**src/rtl/life_pkg.sv**
```systemverilog
// life_pkg: shared types and constants for the Game-of-Life engine.
//   life_state_t : generation FSM states (IDLE / EVAL / DONE)
//   NB_W         : neighbour-count width (0..8 fits in 4 bits)
//   GEN_W        : generation counter width
//   next_state() : Conway rule, birth on 3, survival on 2 or 3
package life_pkg;

  typedef enum logic [1:0] {
    S_IDLE = 2'd0,
    S_EVAL = 2'd1,
    S_DONE = 2'd2
  } life_state_t;

  localparam int NB_W  = 4;
  localparam int GEN_W = 16;

  function automatic logic next_state(input logic alive, input logic [NB_W-1:0] n);
    return (n == NB_W'(3)) || (alive && (n == NB_W'(2)));
  endfunction

endpackage

```
**src/rtl/life_neighbour_count.sv**
```systemverilog
// life_neighbour_count: combinational live-neighbour count for one cell.
// Ports:
//   i_prev  snapshot board, bit k = (row k/W, col k%W)
//   i_idx   index of the cell being evaluated
//   o_n     number of live neighbours, 0..8
// WRAP=0 treats off-board neighbours as dead; WRAP=1 wraps row/col
// modulo H/W by truncating to the row/col field widths.
module life_neighbour_count
  import life_pkg::*;
#(
  parameter int BIT_W = 3,
  parameter int BIT_H = 3,
  parameter int WRAP  = 0
) (
  input  logic [(2**(BIT_W+BIT_H))-1:0] i_prev,
  input  logic [BIT_W+BIT_H-1:0]        i_idx,
  output logic [NB_W-1:0]               o_n
);

  localparam int W  = 2**BIT_W;
  localparam int H  = 2**BIT_H;
  localparam int AW = BIT_W + BIT_H;

  logic [BIT_H-1:0] w_row;
  logic [BIT_W-1:0] w_col;

  assign w_row = i_idx[AW-1:BIT_W];
  assign w_col = i_idx[BIT_W-1:0];

  always_comb begin
    int nr;
    int nc;
    logic [BIT_H-1:0] rr;
    logic [BIT_W-1:0] cc;
    logic inside_b;
    o_n = '0;
    for (int dr = -1; dr <= 1; dr++) begin
      for (int dc = -1; dc <= 1; dc++) begin
        nr = int'(w_row) + dr;
        nc = int'(w_col) + dc;
        // Truncation maps -1 to the last row/col and H/W to 0 (torus).
        rr = nr[BIT_H-1:0];
        cc = nc[BIT_W-1:0];
        inside_b = (nr >= 0) && (nr < H) && (nc >= 0) && (nc < W);
        if (((dr != 0) || (dc != 0)) && ((WRAP != 0) || inside_b))
          o_n = o_n + NB_W'(i_prev[{rr, cc}]);
      end
    end
  end

endmodule

```
**src/rtl/life_engine.sv**
```systemverilog
// life_engine: W x H Game-of-Life generation engine, one cell per clk.
// Ports:
//   clk, reset (sync, active-low)
//   frame_tick, run, step, load : generation triggers / seed reload
//   rd_addr, rd_data            : pixel-side read, always a complete generation
//   busy, gen_count, overrun    : status
//   population                  : live-cell count of the last generation
//                                 (only when LIFE_STATS_EN is defined)
// Optional feature macro: LIFE_STATS_EN.
//
// state  | meaning
// IDLE   | board stable; a trigger snapshots curr into prev
// EVAL   | one cell of curr rewritten per cycle from prev
// DONE   | generation complete, gen_count advances
module life_engine
  import life_pkg::*;
#(
  parameter int BIT_W = 3,
  parameter int BIT_H = 3,
  parameter int WRAP  = 0,
  parameter logic [(2**(BIT_W+BIT_H))-1:0] SEED = '0
) (
  input  logic                   clk,
  input  logic                   reset,
  input  logic                   frame_tick,
  input  logic                   run,
  input  logic                   step,
  input  logic                   load,
  input  logic [BIT_W+BIT_H-1:0] rd_addr,
  output logic                   rd_data,
  output logic                   busy,
  output logic [GEN_W-1:0]       gen_count,
  output logic                   overrun
`ifdef LIFE_STATS_EN
  ,
  output logic [BIT_W+BIT_H:0]   population
`endif
);

  localparam int AW   = BIT_W + BIT_H;
  localparam int SIZE = 2**AW;

  life_state_t      r_state;
  life_state_t      w_state_nxt;
  logic [SIZE-1:0]  r_curr;
  logic [SIZE-1:0]  r_prev;
  logic [AW-1:0]    r_idx;
  logic [GEN_W-1:0] r_gen;
  logic             r_ovr;
  logic             w_trig;
  logic             w_last;
  logic             w_snap;
  logic             w_new;
  logic [NB_W-1:0]  w_n;

  assign w_trig = (frame_tick & run) | step;
  assign w_last = (r_idx == AW'(SIZE-1));
  assign w_new  = next_state(r_prev[r_idx], w_n);

  life_neighbour_count #(
    .BIT_W(BIT_W),
    .BIT_H(BIT_H),
    .WRAP (WRAP)
  ) u_nb (
    .i_prev(r_prev),
    .i_idx (r_idx),
    .o_n   (w_n)
  );

  always_ff @(posedge clk) begin
    if (!reset) r_state <= S_IDLE;
    else        r_state <= w_state_nxt;
  end

  always_comb begin
    w_state_nxt = r_state;
    if (load) begin
      w_state_nxt = S_IDLE;
    end else begin
      case (r_state)
        S_IDLE:  if (w_trig) w_state_nxt = S_EVAL;
        S_EVAL:  if (w_last) w_state_nxt = S_DONE;
        S_DONE:  w_state_nxt = S_IDLE;
        default: w_state_nxt = S_IDLE;
      endcase
    end
  end

  always_comb begin
    w_snap  = (r_state == S_EVAL) || (r_state == S_DONE);
    busy    = (r_state != S_IDLE);
    // The display reads the snapshot while curr is being rewritten.
    rd_data = w_snap ? r_prev[rd_addr] : r_curr[rd_addr];
  end

  always_ff @(posedge clk) begin
    if (!reset) begin
      r_curr <= SEED;
      r_prev <= SEED;
      r_idx  <= '0;
      r_gen  <= '0;
      r_ovr  <= 1'b0;
    end else if (load) begin
      r_curr <= SEED;
      r_prev <= SEED;
      r_idx  <= '0;
    end else begin
      if (w_trig && busy) r_ovr <= 1'b1;
      case (r_state)
        S_IDLE: begin
          if (w_trig) begin
            r_prev <= r_curr;
            r_idx  <= '0;
          end
        end
        S_EVAL: begin
          r_curr[r_idx] <= w_new;
          // Wraps to 0 after the last cell, ready for the next generation.
          r_idx <= r_idx + 1'b1;
        end
        S_DONE:  r_gen <= r_gen + 1'b1;
        default: ;
      endcase
    end
  end

  assign gen_count = r_gen;
  assign overrun   = r_ovr;

`ifdef LIFE_STATS_EN
  localparam int PW = AW + 1;

  logic [PW-1:0] r_acc;
  logic [PW-1:0] r_pop;

  function automatic logic [PW-1:0] f_popcount(input logic [SIZE-1:0] v);
    logic [PW-1:0] c;
    c = '0;
    for (int k = 0; k < SIZE; k++) c = c + PW'(v[k]);
    return c;
  endfunction

  always_ff @(posedge clk) begin
    if (!reset || load) begin
      r_acc <= '0;
      r_pop <= f_popcount(SEED);
    end else begin
      case (r_state)
        S_IDLE:  if (w_trig) r_acc <= '0;
        S_EVAL:  r_acc <= r_acc + PW'(w_new);
        S_DONE:  r_pop <= r_acc;
        default: ;
      endcase
    end
  end

  assign population = r_pop;
`endif

endmodule

```
**config.mk**
```make
export PLATFORM = sky130hd
export DESIGN_NAME = life_engine
export DESIGN_NICKNAME = d
export VERILOG_FILES = /design/src/rtl/life_pkg.sv /design/src/rtl/life_neighbour_count.sv /design/src/rtl/life_engine.sv
export SDC_FILE = /design/constraint.sdc
export NUM_CORES = 1
export LEC_CHECK = 0
export CAP_MARGIN = 20
export CORE_AREA = 4 4 151 153
export DETAILED_ROUTE_END_ITERATION = 6
export DIE_AREA = 0 0 155 157
export SETUP_SLACK_MARGIN = 0.1
export SLEW_MARGIN = 10
export SYNTH_ARGS = -nofsm -noshare
export SYNTH_HDL_FRONTEND = slang
export SYNTH_SLANG_ARGS = --single-unit
```
**constraint.sdc**
```tcl
create_clock -name clk -period 7.9 [get_ports clk]
set_clock_uncertainty 0.15 [all_clocks]
set_input_delay 1.58 -clock clk [delete_from_list [all_inputs] [get_ports clk]]
set_output_delay 1.58 -clock clk [all_outputs]
set_load 0.02 [all_outputs]
```
* Word level (Yosys, flattened, before mapping)
Index checks and enable logic that the tools add are counted.
Storage, ports and cells: register bits 153, output and inout port bits 19, logic and storage cells 125
Operators by class: add/sub/neg operators 13, magnitude comparators 23, eq/ne operators 7, muxes and demuxes 39, bitwise operators 4, reduce and logical (&&, ||, !) cells 33
Operator list (number):
- greater-or-equal comparator 32 x 1 -> 1 bit (second input constant) | 4
- < comparator 32 x 5 -> 1 bit (second input constant) | 4
- < comparator 6 x 7 -> 1 bit (second input constant) | 10
- binary-select mux 1 bit (select 6 bit) | 11
- bitwise mux 64 bit | 1
- adder 4 x 1 -> 4 bit | 7
- two-way mux 4 bit | 7
- logical AND 1 bit | 22
- adder 16 x 1 -> 16 bit (second input constant) | 1
- two-way mux 1 bit | 14
- one-hot mux 6 bit (2 select lines) | 1
- adder 4 x 1 -> 5 bit (second input constant) | 2
- AND reduction 2 bit | 5
- adder 3 x 1 -> 4 bit (second input constant) | 2
- == test 4 x 2 -> 1 bit (second input constant) | 2
- < comparator 3 x 4 -> 1 bit (second input constant) | 2
- adder 6 x 1 -> 6 bit (second input constant) | 1
- demux 1 bit (select 6 bit) | 1
- == test 6 bit (second input constant) | 1
- greater-or-equal comparator 3 x 1 -> 1 bit (second input constant) | 2
- greater-or-equal comparator 6 x 1 -> 1 bit (second input constant) | 1
- two-way mux 6 bit | 1
- two-way mux 2 bit | 2
- != test 2 bit (second input constant) | 2
- 10 further kinds | 13

* Longest topological paths before layout
depth in word-level cells 24, gate-level depth with buffers 37, gate-level depth less buffers 33

* Hierarchy
From an unflattened synthesis, not the netlist that was laid out.
Unflattened totals: cell total of the unflattened synthesis 1161, area total of the unflattened synthesis 10395.0 um^2
Modules (own cells, without submodules):
- life_engine | instances 1, cells each 877, area an instance 7514.7 um^2
- life_neighbour_count | instances 1, cells each 284, area an instance 2880.3 um^2

* Worst setup path after synthesis
No wires, ideal clock.
path kind reg-to-reg, from register r_idx[0], to register r_curr[44], setup time 0.085 ns, arrival time 7.940 ns, data required time 7.665 ns, path slack -0.275 ns, cell stages (with the launch flop) 37, buffers on the path 4, clock period less this slack 8.175 ns, cell sequence dfxtp_1 > buf_2 > buf_1 > inv_1 > ha_1 > ha_1 > buf_1 > mux4_2 > nor2_1 > a21oi_1 > mux4_2 > and3_1 > ha_1 > and2_1 > ha_1 > mux2i_1 > nor3_1 > ha_1 > nand3_1 > o41ai_1 > ha_1 > ha_1 > nor2_1 > a21oi_1 > ha_1 > a31oi_1 > nand2_1 > ha_1 > mux2_2 > ha_1 > nand2_1 > nand3_1 > o31ai_1 > a41oi_1 > nand4_1 > clkbuf_1 > o31ai_2
Between the ends: longest elaborated chain between the ends 23, elaborated cells between the ends (all ways) 67, classes of those cells add/sub (9); order compare (8); eq/ne (2); mux (29); reduce/logical (19)
Ends and longest elaborated chain:
- from (decl) | line life_engine.sv:47 | logic [AW-1:0] r_idx;
- from (signal assigned) | line life_engine.sv:119 | r_idx <= r_idx + 1'b1;
- adder 4 x 1 -> 5 bit | line life_neighbour_count.sv:40 | nc = int'(w_col) + dc;
- greater-or-equal comparator 32 x 1 -> 1 bit | line life_neighbour_count.sv:44 | inside_b = (nr >= 0) && (nr < H) && (nc >= 0) && (nc < W);
- logical AND 1 bit (2 in a row) | line life_neighbour_count.sv:44
- two-way mux 1 bit | line life_neighbour_count.sv:45 | if (((dr != 0) || (dc != 0)) && ((WRAP != 0) || inside_b))
- adder 4 x 1 -> 4 bit | line life_neighbour_count.sv:46 | o_n = o_n + NB_W'(i_prev[{rr, cc}]);
- two-way mux 4 bit | line life_neighbour_count.sv:45
- adder 4 x 1 -> 4 bit | line life_neighbour_count.sv:46
- two-way mux 4 bit | line life_neighbour_count.sv:45
- (+6 left out)
- adder 4 x 1 -> 4 bit | line life_neighbour_count.sv:46
- two-way mux 4 bit | line life_neighbour_count.sv:45
- adder 4 x 1 -> 4 bit | line life_neighbour_count.sv:46
- two-way mux 4 bit | line life_neighbour_count.sv:45
- == test 4 x 2 -> 1 bit | line life_pkg.sv:18 | return (n == NB_W'(3)) || (alive && (n == NB_W'(2)));
- logical AND 1 bit | line life_pkg.sv:18
- logical OR 1 bit | line life_pkg.sv:18
- bitwise mux 64 bit * | line life_engine.sv:117 | r_curr[r_idx] <= w_new;
- to (signal, indexed assignment) | line life_engine.sv:117
- to (decl) | line life_engine.sv:45 | logic [SIZE-1:0] r_curr;
Every way passes the cells marked *; elsewhere a longest branch is shown, timed or not. The select of a mux whose other input is x is not followed. A chain may end at the register's enable or synchronous reset.

* Final worst setup path
from register r_idx[0], to register r_curr[11]
The elaborated chain is that of the path after synthesis.

==> load_flow_metrics.sql <==
INSERT INTO impl_metrics (metric_group, metric, value, unit) VALUES
('clocking', 'cts.reportedPaths.clkPinSlew', '0.07', 'ns'),
('setup_path', 'critical_path.max_fanout', '26', ''),
('grt', 'antenna_found_initial', '0', ''),
('detailed_routing', 'viasPerCell', '6.13', ''),
('setup_path', 'setup.worst_path.start_class', 'flop', ''),
('sta', 'slew-limit-headroom', '20.4', '%'),
('clocking', 'clk_latency', '0.43', 'ns'),
('detailed_routing', 'drc', '0', ''),
('place', 'detailedPlacementHpwl', '19.4', 'mm'),
('yosys', 'yosys_warnings', '0', ''),
('yosys', 'postSynth.topFlopCell', 'sky130_fd_sc_hd__dfxtp_1', ''),
('status', 'status', 'finished, final reports clean', ''),
('detailed_routing', 'detailroute.via_count', '8377', ''),
('sta', 'timing_worst_slew_pin_value', '1.19', 'ns'),
('setup_path', 'cp_common_cell', 'sky130_fd_sc_hd__ha_1', ''),
('grt', 'grt_first_pass_wirelength', '45.4', 'mm'),
('floorplanning', 'floorplan.initialDensity', '44.0', '%'),
('finish', 'design.final.nets', '1109', ''),
('power', 'pwr_per_cell_area', '150', 'mW/mm^2'),
('sta', 'final-hold-violation-count', '0', ''),
('power', 'report.power.total', '1640', 'uW'),
('sta', 'finalSetupViolCount', '0', ''),
('yosys', 'yosys_register_bits', '153', ''),
('yosys', 'synth-async-reset-ratio', '0', '%'),
('grt', 'first_global_vias', '7995', ''),
('grt', 'grt.overflow.total', '0', ''),
('yosys', 'netlist_top_cells_area', 'sky130_fd_sc_hd__dfxtp_1 32%, sky130_fd_sc_hd__mux4_2 16%, sky130_fd_sc_hd__nand2_1 9.3%', ''),
('floorplanning', 'area_of_the_core', '0.0216', 'mm^2'),
('detailed_routing', 'dr.first_iter.drc_count', '708', ''),
('yosys', 'syn_nets', '1105', ''),
('finish', 'num_antenna_cells', '0', ''),
('floorplanning', 'pin_count', '31', ''),
('yosys', 'synth.cell_area', '0.00949', 'mm^2'),
('yosys', 'seq_area_frac_synth', '32.3', '%'),
('yosys', 'synth_commonest_cells', '236 x sky130_fd_sc_hd__nand2_1, 153 x sky130_fd_sc_hd__dfxtp_1, 87 x sky130_fd_sc_hd__a21oi_1', ''),
('place', 'dp_cells', '1331', ''),
('detailed_routing', 'firstDrtPassIters', '5', ''),
('yosys', 'post_synth.cell_area_avg', '8.87', 'um^2'),
('floorplanning', 'die_x', '155', 'um'),
('sta', 'max_freq', '134', 'MHz'),
('finish', 'final_cell_count_no_fill', '1366', ''),
('clocking', 'clk_path_buf_depth', '2', ''),
('yosys', 'synth_edf_count', '0', ''),
('power', 'total_leakage_power', '0.00351', 'uW'),
('finish', 'area_growth_syn_to_layout', '15.0', '%'),
('place', 'port_buffers', '30', ''),
('power', 'worst_vdd_rail_ir_drop', '0.000130', 'V'),
('sta', 'rsz0062_at_grt', 'no', ''),
('grt', 'grt_use_total', '23.5', '%'),
('detailed_routing', 'post_drt_wl_per_cell', '21.2', 'um'),
('setup_path', 'max_stage_delay', '0.53', 'ns'),
('clocking', 'tritoncts_clock_tree', 'built', ''),
('yosys', 'yosysUniqueCellTypes', '59', ''),
('setup_path', 'critical_path_s_slowest_cell', 'sky130_fd_sc_hd__mux4_2', ''),
('floorplanning', 'die_y', '157', 'um'),
('clocking', 'numClockSinks', '153', ''),
('yosys', 'syn_inst', '1069', ''),
('detailed_routing', 'total_wirelength', '28.9', 'mm'),
('place', 'place_congestion', '0.925', ''),
('worst_hold_path', 'timing.hold.worst.class', 'reg -> reg', ''),
('yosys', 'synth_most_common_cell', 'sky130_fd_sc_hd__nand2_1', ''),
('yosys', 'synth.top_cell.area_share', '32.3', '%'),
('clocking', 'root_buffer', 'sky130_fd_sc_hd__clkbuf_16', ''),
('detailed_routing', 'ant_nets', '0', ''),
('finish', 'final_layout_size_suffix_gt1_share', '19.0', '%'),
('sta', 'final_critical_path_time_including_i_o_delays_and_setup', '7.45', 'ns'),
('clocking', 'h-tree-depth', '4', ''),
('setup_path', 'worstPathRequired', '8.10', 'ns'),
('setup_path', 'critical_path.endpoint_type', 'flop', ''),
('clocking', 'cts_buffers', '17', ''),
('grt', 'pin_count_of_the_biggest_net_entering_global_routing', '70', ''),
('sta', 'timing_max_transition_violations_final', '0', ''),
('setup_path', 'arrival', '7.65', 'ns'),
('floorplanning', 'std_cell_rows', '54', ''),
('sta', 'min_period_over_period', '94.3', '%'),
('run', 'timing.max_cap.violations', '0', ''),
('sta', 'fin_setup_tns', '0', 'ns'),
('yosys', 'synth.largest_area_cell', 'sky130_fd_sc_hd__dfxtp_1', ''),
('floorplanning', 'fp.dieArea', '0.0243', 'mm^2'),
('setup_path', 'crit_path_category', 'reg -> reg', '');
[registers in the layout (all words and copies together), names as in the netlist]
name,cells
r_state,2
r_curr,64
r_prev,64
r_idx,6
gen_count,16
overrun,1
[final cells by class]
type | instances | area, um^2
sequential | 153 | 3070
inverter | 13 | 48.8
clock buffer | 17 | 425
multi-input combinational | 819 | 6220
timing repair buffer | 69 | 672
tap | 280 | 350
fill | 2007 | 10600
clock inverter | 15 | 116
[cell families after synthesis]
logic type,after synthesis,synth area share [%]
adders and majority gates,24,3.17
DFF,153,32.3
buffers and inverters,97,4.18
and+or+nand+nor,431,20.4
xor gates and xnor gates,23,2.27
AOI/OAI and AO/OA,218,15.5
muxes,123,22.3
[worst max-delay path, delay by kind of cell (launching register included)]
| kind | cells | cell delay, ns |
|---|---|---|
| adders and majority gates | 10 | 2.84 |
| muxes | 4 | 1.45 |
| and+or+nand+nor | 11 | 1.22 |
| AOI/OAI and AO/OA | 6 | 0.84 |
| buffers and inverters | 3 | 0.44 |
| DFF | 1 | 0.40 |
[through the flow]
stage	setup WS, ns	util, %	hold WS [ns]	area (um^2)
floorplan	0.143	-	0.292	9490
global placement	0.403	46.9	0.305	10100
detailed placement	0.284	47.0	0.310	10100
CTS	0.198	49.5	0.318	10700
global route	0.0666	50.6	0.334	10900
finish	0.447	50.6	0.318	10900
[report_power, final]
part	internal [uW]	switching [uW]
combinational	29.5	70.6
sequential	772	1.20
clock	407	355
total	1210	427
[per-layer routing]
layer / up-vias / global-route usage, % / part of all wire (%)
met5: - / 0 / 0
met4: 0 / 8.70 / 3.1
met3: 54 / 4.95 / 6.2
met2: 269 / 37.9 / 46
met1: 4091 / 31.5 / 44
li1: 3963 / - / -
[path summary, 6_finish.rpt]
kind	slack [ns]	depth (start not counted)	startpoint	end
setup reg to reg	0.45	34	r_idx[0]$_SDFFE_PP0P_	r_curr[11]$_SDFFE_PP0P_
hold / removal	0.32	2	r_curr[58]$_SDFFE_PP0P_	r_prev[58]$_SDFFE_PP0P_
setup / recovery	0.45	34	r_idx[0]$_SDFFE_PP0P_	r_curr[11]$_SDFFE_PP0P_
hold reg to reg	0.32	2	r_curr[58]$_SDFFE_PP0P_	r_prev[58]$_SDFFE_PP0P_
[timing repair]
item	in CTS	in global routing
setup endpoints to repair	0	64
setup buffers	0	1
gates resized for setup	0	31
hold buffers	0	0
[placed cells by master, fill, tap and decap left out, drive strengths merged, types with 3 or more instances in the layout]
| cell type | instances |
|---|---|
| or3 | 4 |
| clkbuf | 19 |
| mux2i | 30 |
| clkinv | 10 |
| o21ai | 15 |
| and4 | 4 |
| nand4 | 7 |
| o31ai | 65 |
| mux4 | 68 |
| and3 | 7 |
| or4 | 3 |
| buf | 38 |
| ha | 24 |
| xnor2 | 16 |
| nand2 | 236 |
| dfxtp | 153 |
| nand2b | 9 |
| a21oi | 87 |
| inv | 16 |
| a2111oi | 4 |
| mux2 | 25 |
| nor2 | 32 |
| clkdlybuf4s50 | 29 |
| a21boi | 4 |
| nand3 | 79 |
| xor2 | 6 |
| a21o | 3 |
| nor3 | 19 |
| nor2b | 7 |
| a211oi | 7 |
| o22ai | 3 |
| a31oi | 3 |
| and2 | 18 |
| o221ai | 7 |
Power figures use the tool's default switching activity.
